## config.mk

```make
export PLATFORM = sky130hd
export DESIGN_NAME = trng_sample_packer
export DESIGN_NICKNAME = d
export VERILOG_FILES = /design/src/rtl/trng_pkg.sv /design/src/rtl/trng_bit_sync.sv /design/src/rtl/trng_sample_packer.sv
export SDC_FILE = /design/constraint.sdc
export NUM_CORES = 1
export LEC_CHECK = 0
export CORE_MARGIN = 1
export CORE_UTILIZATION = 56
export CTS_BUF_LIST = sky130_fd_sc_hd__clkbuf_4 sky130_fd_sc_hd__clkbuf_8
export DETAILED_ROUTE_END_ITERATION = 8
export GPL_TIMING_DRIVEN = 0
export PLACE_DENSITY = 0.83
export SLEW_MARGIN = 20
export SYNTH_ARGS = -nofsm -noshare
export SYNTH_HDL_FRONTEND = slang
export SYNTH_SLANG_ARGS = --single-unit
```

## constraint.sdc

```tcl
create_clock -name clk -period 2.15 [get_ports clk]
set_input_delay 0.3225 -clock clk [delete_from_list [all_inputs] [get_ports clk]]
set_output_delay 0.3225 -clock clk [all_outputs]
set_load 0.02 [all_outputs]
```

## src/rtl/trng_pkg.sv

```systemverilog
// Shared defaults, FSM encoding and arithmetic helpers for the TRNG sample packer.
package trng_pkg;

  localparam int NCH_DEF         = 4;
  localparam int SYNC_STAGES_DEF = 2;
  localparam int WORD_W_DEF      = 32;
  localparam int DROP_CNT_W_DEF  = 8;

  typedef enum logic {
    WARM = 1'b0,
    FILL = 1'b1
  } state_t;

  // Increment that sticks at max_val; callers narrow the result to their counter width.
  function automatic logic [63:0] sat_inc(input logic [63:0] val, input logic [63:0] max_val);
    return (val >= max_val) ? val : val + 64'd1;
  endfunction

endpackage

```

## src/rtl/trng_bit_sync.sv

```systemverilog
// Clock-enabled synchroniser chain for one raw entropy bit.
// Latency is STAGES enabled edges; the chain holds whenever ce is low.
module trng_bit_sync #(
  parameter int STAGES = 2
) (
  input  logic clk,
  input  logic clr_n,
  input  logic ce,
  input  logic d,
  output logic q
);

  logic [STAGES-1:0] chain;

  always_ff @(posedge clk or negedge clr_n) begin
    if (!clr_n) begin
      chain <= '0;
    end else if (ce) begin
      chain <= {chain[STAGES-2:0], d};
    end
  end

  assign q = chain[STAGES-1];

endmodule

```

## src/rtl/trng_sample_packer.sv

```systemverilog
// Samples NCH entropy channels, XORs them and packs bits MSB-first into WORD_W-bit words.
// First word after SYNC_STAGES+WORD_W enabled edges; a word completing while the output is stalled is dropped and counted.
module trng_sample_packer
  import trng_pkg::*;
#(
  parameter int NCH         = NCH_DEF,
  parameter int SYNC_STAGES = SYNC_STAGES_DEF,
  parameter int WORD_W      = WORD_W_DEF,
  parameter int DROP_CNT_W  = DROP_CNT_W_DEF
) (
  input  logic                  clk,
  input  logic                  clr_n,
  input  logic                  ce,
  input  logic [NCH-1:0]        d_in,
  output logic [WORD_W-1:0]     word_out,
  output logic                  valid,
  input  logic                  ready,
  output logic [DROP_CNT_W-1:0] drop_cnt,
  output logic                  busy
);

  localparam int BIT_CNT_W  = $clog2(WORD_W);
  localparam int WARM_CNT_W = $clog2(SYNC_STAGES);

  localparam logic [BIT_CNT_W-1:0]  LAST_BIT  = BIT_CNT_W'(WORD_W - 1);
  localparam logic [WARM_CNT_W-1:0] WARM_LAST = WARM_CNT_W'(SYNC_STAGES - 1);
  localparam logic [DROP_CNT_W-1:0] DROP_MAX  = '1;

  logic [NCH-1:0]        sync_q;
  logic                  comb_bit;

  state_t                state_q, state_d;
  logic [WARM_CNT_W-1:0] warm_cnt_q, warm_cnt_d;

  logic [BIT_CNT_W-1:0]  bit_cnt_q;
  logic [WORD_W-1:0]     shift_q;
  logic [WORD_W-1:0]     word_q;
  logic                  valid_q;
  logic [DROP_CNT_W-1:0] drop_q;

  logic                  fill_en;
  logic                  word_done;
  logic                  can_load;
  logic [WORD_W-1:0]     next_word;
  logic [DROP_CNT_W-1:0] drop_next;

  for (genvar ch = 0; ch < NCH; ch++) begin : g_sync
    trng_bit_sync #(
      .STAGES(SYNC_STAGES)
    ) u_sync (
      .clk   (clk),
      .clr_n (clr_n),
      .ce    (ce),
      .d     (d_in[ch]),
      .q     (sync_q[ch])
    );
  end

  assign comb_bit = ^sync_q;

  // Warm-up discards the edges that only flush reset zeros out of the chains.
  always_ff @(posedge clk or negedge clr_n) begin
    if (!clr_n) begin
      state_q    <= WARM;
      warm_cnt_q <= '0;
    end else begin
      state_q    <= state_d;
      warm_cnt_q <= warm_cnt_d;
    end
  end

  always_comb begin
    state_d    = state_q;
    warm_cnt_d = warm_cnt_q;
    case (state_q)
      WARM: begin
        if (ce) begin
          if (warm_cnt_q == WARM_LAST) begin
            state_d    = FILL;
            warm_cnt_d = '0;
          end else begin
            warm_cnt_d = warm_cnt_q + 1'b1;
          end
        end
      end
      FILL: begin
        state_d = FILL;
      end
    endcase
  end

  assign fill_en   = ce && (state_q == FILL);
  assign word_done = fill_en && (bit_cnt_q == LAST_BIT);
  assign next_word = {shift_q[WORD_W-2:0], comb_bit};
  assign can_load  = !valid_q || ready;
  assign drop_next = DROP_CNT_W'(sat_inc(64'(drop_q), 64'(DROP_MAX)));

  always_ff @(posedge clk or negedge clr_n) begin
    if (!clr_n) begin
      bit_cnt_q <= '0;
      shift_q   <= '0;
    end else if (fill_en) begin
      shift_q   <= next_word;
      bit_cnt_q <= word_done ? '0 : bit_cnt_q + 1'b1;
    end
  end

  // Output side is not gated by ce so a pending word can drain while sampling is paused.
  always_ff @(posedge clk or negedge clr_n) begin
    if (!clr_n) begin
      word_q  <= '0;
      valid_q <= 1'b0;
      drop_q  <= '0;
    end else if (word_done && can_load) begin
      word_q  <= next_word;
      valid_q <= 1'b1;
    end else if (word_done) begin
      drop_q  <= drop_next;
    end else if (valid_q && ready) begin
      valid_q <= 1'b0;
    end
  end

  assign word_out = word_q;
  assign valid    = valid_q;
  assign drop_cnt = drop_q;
  assign busy     = (state_q == WARM);

endmodule

```

==> qor.txt, run 1 <==
synthesis-to-finish area growth = 24.3%
Die Wd = 80.2 microns
vias in the first global route = 1818
row cnt = 28
gp weighted congestion = 0.746
Register-to-Register Setup Slack = 180 ps
slowest CP cell = dfrtp_1
fin crit period = 1970 ps
Die ar. = 0.00642 sq mm
Tot GR Track Use = 18.7%
crit path DAT = 2190 ps
Die Y = 80.2 microns
reg2reg path depth = 7
worst hold path class = in -> async
static leakage = 0.00197 uW
initial antenna violation count = 0
pwr dens = 1140 mW/mm^2
final hold violation count = 0
count of state elements after synthesis = 87
fmax = 508 MHz
via count = 1919
worst vdd ir = 0.000806 V
GR Overflow Total = 0
ANT cells = 0
commonest non-fill, non-tap cell in the layout = dfrtp_1
Final period util = 91.6%
Net count, final = 299
I/O pin cnt = 50
H-Tree Depth = 3
share of layout cells above drive strength 1 = 34.7%
final worst slack = 180 ps
Worst Path Required = 2370 ps
crit path buf inv count = 2
Setup crit end = word_out[5]
skew final = 9.71 ps
drc violations = 1
count of final setup violators = 0
Slew Viols, Final = 0
Routed Antenna Nets = 0
Worst path max stage delay = 400 ps
clock tree sinks = 87
Max-Cap Viols = 0
worst-path fanout max = 10
DPL Wire Length = 3.55 mm
Core ar. = 0.00592 sq mm
placed standard-cell area = 0.00403 sq mm
routed length per instance = 14.4 microns
Setup crit end kind = flop
Initial DRC Count = 79
clk slew on worst S/H paths = 80 ps
Main synth FF type = dfrtp_1
status = finished with violations
Clock Tree Buf Depth = 2
number of flops mapped to enable cells by yosys = 0
Worst-Margin Slew = 509 ps
synthesized area = 0.00342 sq mm
Clock Tree Root = clkbuf_8
Slew headroom = 66.0%
CTS Buf Count = 9
largest net degree at the start of global routing = 51
dpl ws = -36.5 ps
Unique masters post-synth = 24
port buffer count = 49
vias per cell = 5.24
r2r endpoint = word_out[5]
TNS Setup = 0 ps
critical register-to-register path startpoint = bit_cnt_q[0]
Syn Area/Cell = 15.3 sq um
Synth Instances = 224
Initial Util = 57.8%
Clk Latency, worst-skew pair = 340 ps
Pre-Repair DR Iteration Count = 6
CP startpoint = bit_cnt_q[0]
Synth Warn # = 0
global-route wire length before repair = 8.86 mm
cell breakdown of the critical path = ha_1 -> and3_1 -> ha_4 -> nor3b_4 -> buf_4 -> buf_6 -> mux2_2
WS Path Type = reg -> reg
Worst path depth = 7
CTS tree = built
Top delay family on crit path = flip-flops
Min Hold Slack = 477 ps
most frequent cells in the layout = 87 x dfrtp_1, 72 x mux2_2, 48 x clkdlybuf4s50_1, 11 x nand2_1, 10 x clkbuf_8
Finished Cell Area = 0.00425 sq mm
CP Launch Type = flop
asr flop ratio synth = 100%
sequential area share after synthesis = 63.6%
final wirelength = 5.26 mm
RSZ-0062 raised after global routing = false
failing checks = design-rule violations
Mapped Nets = 235
-- worst register-to-register path, delay by kind of cell, from the launching register on --
kind,cells,cell delay [ps]
flops,1,400
fa+ha+maj,2,400
simple gates,2,390
mux,1,340
buf+inv,2,340
-- per-layer routing --
| layer | GRT usage (%) | wire length (microns) | up-vias |
|---|---|---|---|
| li1 | - | - | 914 |
| met1 | 25.7 | 2490 | 951 |
| met2 | 27.9 | 2470 | 43 |
| met3 | 4.09 | 164 | 11 |
| met4 | 10.2 | 139 | 0 |
| met5 | 0 | 0 | - |
-- cell families (layout without fill, tap and decap cells) --
kind of cell             Yosys count  count (layout)  synth area share (%)
flip-flops                        87              87                  63.6
multiplexers                      72              72                  23.7
AND/OR/NAND/NOR                   31              31                  4.65
XOR/XNOR                          11              11                  2.82
buffers and inverters             11              78                  2.01
AO/OA/AOI/OAI                      9               9                  2.08
adder cells (fa/ha/maj)            3               3                  1.10
-- report_power, final --
part,switching [uW],internal [uW]
logic,545,768
clock network,531,552
registers,320,2130
-- Yosys cell counts (3+ instances only) --
master	count	area share [%]
xnor2_1	5	1.3
o21ai_0	4	0.59
nand3_1	5	0.73
xor2_1	6	1.5
nor2_1	4	0.44
nand2_1	11	1.2
mux2_2	72	24
ha_1	3	1.1
buf_6	3	0.99
nor3_1	5	0.73
dfrtp_1	87	64
buf_2	3	0.44
-- cell type report --
type | count | area, sq um
buffer | 9 | 61.3
clock buffer | 10 | 138
clock inverter | 4 | 47.5
fill | 397 | 1670
inverter | 2 | 7.51
multi-input combinational | 126 | 1190
sequential | 87 | 2180
tap | 75 | 93.8
timing repair buffer | 53 | 541
-- state kept, by name (all words and copies together), names as in the netlist --
signal               cells
g_sync.u_sync.chain      8
drop_cnt                 8
state_q                  1
word_out                32
valid                    1
shift_q                 31
bit_cnt_q                5
warm_cnt_q               1
-- timing repair --
action,4_1_cts,5_1_grt
setup endpoints to repair,28,29
buffers inserted,2,0
hold buffers,1,0
resized for setup,0,2
hold endpoints to repair,37,0
-- per-stage QoR --
| step | utilization [%] | total power (uW) | instances |
|---|---|---|---|
| after detailed placement | 68.1 | 3790 | 349 |
| final | 71.8 | 4850 | 366 |
| after global placement | 67.6 | 3720 | 348 |
| after floorplan | - | 3200 | 224 |
| after global routing | 71.8 | 5130 | 366 |
| after CTS | 71.6 | 4880 | 366 |
-- how the worst min path moves through the flow --
stage                from           end  cells past startpoint  slack, ps
3_3_place_gp   warm_cnt_q    warm_cnt_q                      1        460
6_report            clr_n   drop_cnt[1]                      2        480
5_1_grt        warm_cnt_q    warm_cnt_q                      1        490
2_1_floorplan       clr_n  bit_cnt_q[0]                      0         30
4_1_cts        warm_cnt_q    warm_cnt_q                      1        480
3_5_place_dp        clr_n   drop_cnt[5]                      1        320
Note: power is estimated with default switching activity, not from simulation.
==> run 2, diff against run 1 <==
- SETUP_SLACK_MARGIN: unset -> 0.4
==> run 2 against run 1 <==
  * The flow now finishes without violations
  * Fmax rose by 8.3%
  * Sequential share of layout area fell by 1.8 points
  * Sequential cell count did not move
  * Utilization rose by 2.6 points
  * Sequential power barely moved
  * Combinational power rose by 5%
  * Non-clock buffer count rose by 7
  * Cell count rose by 2.5%
  * Critical endpoint is now word_out[26]
  * Largest power group unchanged
  * Highest routed layer unchanged
==> qor.txt, run 2 (same netlist as run 1, synthesis figures left out) <==
Register-to-Register Setup Slack = 330 ps
port buffer count = 49
Clock Tree Root = clkbuf_8
final hold violation count = 0
Final period util = 84.6%
CTS Buf Count = 9
Die ar. = 0.00642 sq mm
Finished Cell Area = 0.00441 sq mm
final wirelength = 5.59 mm
drc violations = 0
Max-Cap Viols = 0
worst vdd ir = 0.000886 V
Pre-Repair DR Iteration Count = 6
placed standard-cell area = 0.00405 sq mm
Worst-Margin Slew = 524 ps
r2r endpoint = word_out[26]
Initial DRC Count = 71
vias in the first global route = 2009
synthesis-to-finish area growth = 28.9%
most frequent cells in the layout = 87 x dfrtp_1, 72 x mux2_2, 43 x clkdlybuf4s50_1, 11 x nand2_1, 10 x clkbuf_8
Non-Filler Instances = 375
critical register-to-register path startpoint = bit_cnt_q[0]
Slew Viols, Final = 0
number of cells on the worst hold path = 1
Min Hold Slack = 481 ps
DPL Wire Length = 3.74 mm
static leakage = 0.00208 uW
count of final setup violators = 0
reg2reg path depth = 7
largest net degree at the start of global routing = 49
CTS tree = built
Die Y = 80.2 microns
Initial Util = 57.8%
skew final = 7.81 ps
Clk Latency, worst-skew pair = 350 ps
via count = 1961
row cnt = 28
GR Overflow Total = 0
fmax = 550 MHz
ANT cells = 0
clock tree sinks = 87
gp weighted congestion = 0.753
vias per cell = 5.23
WS Path Type = reg -> reg
RSZ-0062 raised after global routing = true
max reg flops = 32
Slew headroom = 65.1%
Post-Place Cells = 349
worst hold path class = reg -> reg
commonest non-fill, non-tap cell in the layout = dfrtp_1
H-Tree Depth = 3
Clock Tree Buf Depth = 2
Hold EP = warm_cnt_q
Die Wd = 80.2 microns
CP Launch Type = flop
Worst Path Required = 2380 ps
pwr dens = 1180 mW/mm^2
initial antenna violation count = 0
clk slew on worst S/H paths = 80 ps
status = complete, no violations
hold path startpoint = warm_cnt_q
share of layout cells above drive strength 1 = 38.3%
Setup crit end kind = flop
routed length per instance = 14.9 microns
I/O pin cnt = 50
crit path DAT = 2050 ps
global-route wire length before repair = 9.54 mm
Core ar. = 0.00592 sq mm
fin crit period = 1820 ps
Net count, final = 306
Routed Antenna Nets = 0
Tot GR Track Use = 20.2%
worst-path fanout max = 10
Finished Core Util = 74.5%
-- run 2: cell types whose count changed in the layout (fill, tap and decap cells not counted), moves of 2 or more --
| cell | previous run | this run |
|---|---|---|
| buf_6 | 3 | 1 |
| clkinv_2 | 2 | 0 |
| buf_8 | 0 | 3 |
| clkdlybuf4s50_1 | 48 | 43 |
| nor3_2 | 0 | 3 |
| nor3_1 | 5 | 2 |
| bufinv_16 | 1 | 3 |
| buf_4 | 3 | 9 |
| dlygate4sd2_1 | 0 | 3 |
| dlymetal6s2s_1 | 0 | 2 |
-- run 2: critical path: stages (launching register included) --
cell,delay (ps)
dfrtp_1,370
ha_2,180
and3_4,190
ha_4,130
nor3b_4,180
buf_6,160
buf_8,140
mux2_2,340
-- run 2: how the worst max path moves through the flow --
| stage | start | to | slack (ps) | cells past startpoint |
|---|---|---|---|---|
| floorplan | bit_cnt_q[0] | word_out[10] | 310 | 6 |
| global placement | clr_n | word_out[14] | -2290 | 1 |
| detailed placement | bit_cnt_q[0] | word_out[3] | 60 | 6 |
| CTS | bit_cnt_q[0] | word_out[26] | 340 | 7 |
| global route | bit_cnt_q[0] | word_out[26] | 260 | 7 |
| finish | bit_cnt_q[0] | word_out[26] | 330 | 7 |
-- run 2: area by class of cell --
cell class,instances,area (sq um)
buffer,9,72.6
clock buffer,11,145
clock inverter,5,105
fill,384,1510
inverter,2,7.51
multi-input combinational,126,1210
sequential,87,2180
tap,75,93.8
timing repair buffer,60,598
-- run 2: power breakdown --
part / leakage (uW) / internal (uW) / switching [uW] / total (uW)
combinational: 0.000836 / 809 / 567 / 1380
sequential: 0.00112 / 2130 / 317 / 2450
clock: 0.000119 / 816 / 547 / 1360
total: 0.00208 / 3760 / 1430 / 5190
-- run 2: stage by stage --
stage               total power (uW)  worst slack [ps]  TNS [ps]
global route                    5480               260         0
finish                          5190               331         0
floorplan                       3220               307         0
detailed placement              3820              60.3         0
global placement                3740             -2290   -199330
CTS                             5240               341         0
-- run 2: repair_timing --
| item | in CTS | in global routing |
|---|---|---|
| resized for setup | 8 | 5 |
| endpoints found under the hold margin | 39 | 0 |
| pin swaps | 0 | 4 |
| hold buffers | 1 | 0 |
| setup endpoints to repair | 35 | 38 |
| buffers inserted | 7 | 2 |
-- run 2: layer usage --
| layer | vias up | routed length (microns) | global-route usage [%] |
|---|---|---|---|
| met5 | - | 0 | 0 |
| met4 | 0 | 112 | 10.4 |
| met3 | 8 | 168 | 4.09 |
| met2 | 37 | 2840 | 32.4 |
| met1 | 996 | 2480 | 26.2 |
| li1 | 920 | - | - |
==> run 3, diff against run 2 <==
- clock period: 2.15 -> 1.8 ns (I/O delays scaled with it)
==> run 3 against run 2 <==
  * The run now ends with negative setup slack left
  * Cell area is 3.0% higher
  * Via count is 2.9% higher
  * Sequential cell count stayed put
  * Sequential share of layout area is 1.3 points lower
  * Power is 13% higher
  * Routed wire length is 8.3% higher
  * Fmax is 0.62% higher
  * Critical path type unchanged
==> qor.txt, run 3 (same netlist as run 1, synthesis figures left out) <==
clock tree sinks = 87
worst vdd ir = 0.000774 V
Max-Cap Viols = 0
final worst slack = -7.66 ps
Worst-Margin Slew = 538 ps
fmax = 553 MHz
fin crit period = 1810 ps
routed length per instance = 16.1 microns
I/O pin cnt = 50
Finished Cell Area = 0.00454 sq mm
H-Tree Depth = 3
Finished Core Util = 76.7%
status = finished with violations
dpl ws = -206 ps
CP Launch Type = flop
share of layout cells above drive strength 1 = 45.4%
Clock Tree Root = clkbuf_8
Tot GR Track Use = 21.1%
reg2reg path depth = 7
Net count, final = 308
largest net degree at the start of global routing = 48
Core ar. = 0.00592 sq mm
Clk Latency, worst-skew pair = 360 ps
WS Path Type = reg -> reg
Slew Viols, Final = 0
initial antenna violation count = 0
Non-Filler Instances = 377
row cnt = 28
crit path DAT = 2050 ps
Clock Tree Buf Depth = 2
DPL Wire Length = 3.77 mm
TNS Setup = -35.4 ps
failing checks = negative setup slack
static leakage = 0.00221 uW
CTS Buf Count = 9
via count = 2018
count of final setup violators = 12
pwr dens = 1290 mW/mm^2
most frequent cells in the layout = 83 x dfrtp_1, 41 x mux2_2, 34 x dlygate4sd2_1, 31 x mux2_4, 11 x nand2_1
skew final = 11.8 ps
commonest non-fill, non-tap cell in the layout = dfrtp_1
Final period util = 100%
r2r endpoint = word_out[30]
Initial Util = 57.8%
RSZ-0062 raised after global routing = true
GR Overflow Total = 0
vias in the first global route = 1991
ANT cells = 0
clk slew on worst S/H paths = 90 ps
max reg flops = 32
Register-to-Register Setup Slack = -8 ps
CTS tree = built
Die ar. = 0.00642 sq mm
worst hold path class = in -> async
Initial DRC Count = 100
drc violations = 0
Routed Antenna Nets = 0
Slew headroom = 64.1%
placed standard-cell area = 0.00408 sq mm
gp weighted congestion = 0.722
synthesis-to-finish area growth = 32.8%
critical register-to-register path startpoint = bit_cnt_q[1]
final hold violation count = 0
Setup crit end kind = flop
global-route wire length before repair = 9.89 mm
Die Y = 80.2 microns
Post-Place Cells = 349
vias per cell = 5.35
port buffer count = 49
Pre-Repair DR Iteration Count = 4
final wirelength = 6.06 mm
Die Wd = 80.2 microns
worst-path fanout max = 8
Worst Path Required = 2040 ps
run 3: cell types whose count changed in the layout (fill, tap and decap cells not counted), sizes merged:
cell,delta
bufinv,-3
clkdlybuf4s15,+6
dlymetal6s2s,-2
clkdlybuf4s50,-37
clkinv,+4
dlygate4sd2,+31
clkinvlp,+1
buf,+3
clkbuf,-1
run 3: area by class of cell:
cell class                 instances  area (sq um)
tap                               75          93.8
multi-input combinational        126          1370
timing repair buffer              62           618
clock buffer                       9           124
buffer                             9          93.8
inverter                           2          7.51
clock inverter                     7          50.0
sequential                        87          2180
fill                             378          1380
run 3: through the flow:
stage / hold WS, ps / power, uW
finish: 438 / 5870
global route: 493 / 6200
CTS: 440 / 5770
detailed placement: 288 / 4570
global placement: 460 / 4470
floorplan: -25.6 / 3850
run 3: worst max-delay path by stage:
stage	from	to
after floorplan	bit_cnt_q[0]	word_out[10]
after global placement	clr_n	drop_cnt[1]
after detailed placement	bit_cnt_q[0]	word_out[12]
after CTS	bit_cnt_q[1]	word_out[29]
after global routing	bit_cnt_q[0]	word_out[30]
final	bit_cnt_q[1]	word_out[30]
run 3: timing repair:
action                                 CTS  global route
gates resized for setup                 94            25
setup endpoints to repair              113            84
cloned                                   2             1
setup buffers                            7             1
pin swaps                                1             4
endpoints found under the hold margin   40             0
hold buffers                             1             0
run 3: where the power goes:
part	total [uW]	leakage (uW)	internal (uW)	switching, uW
registers	2970	0.00112	2540	422
logic	1710	0.00102	990	715
clock network	1200	0.0000812	500	703
run 3: routing by layer:
metal / GRT usage, % / up-vias / share of wire [%]
met5: 0 / - / 0
met4: 9.64 / 0 / 2.1
met3: 4.77 / 12 / 2.7
met2: 32.8 / 37 / 49
met1: 28.3 / 1043 / 46
li1: - / 926 / -
run 3: critical path: stages, from the launching register on:
cell and delay, ps:
dfrtp_1 360, ha_2 180, and3_4 190, ha_4 120
nor3b_4 180, buf_6 210, buf_8 150, mux2_4 300
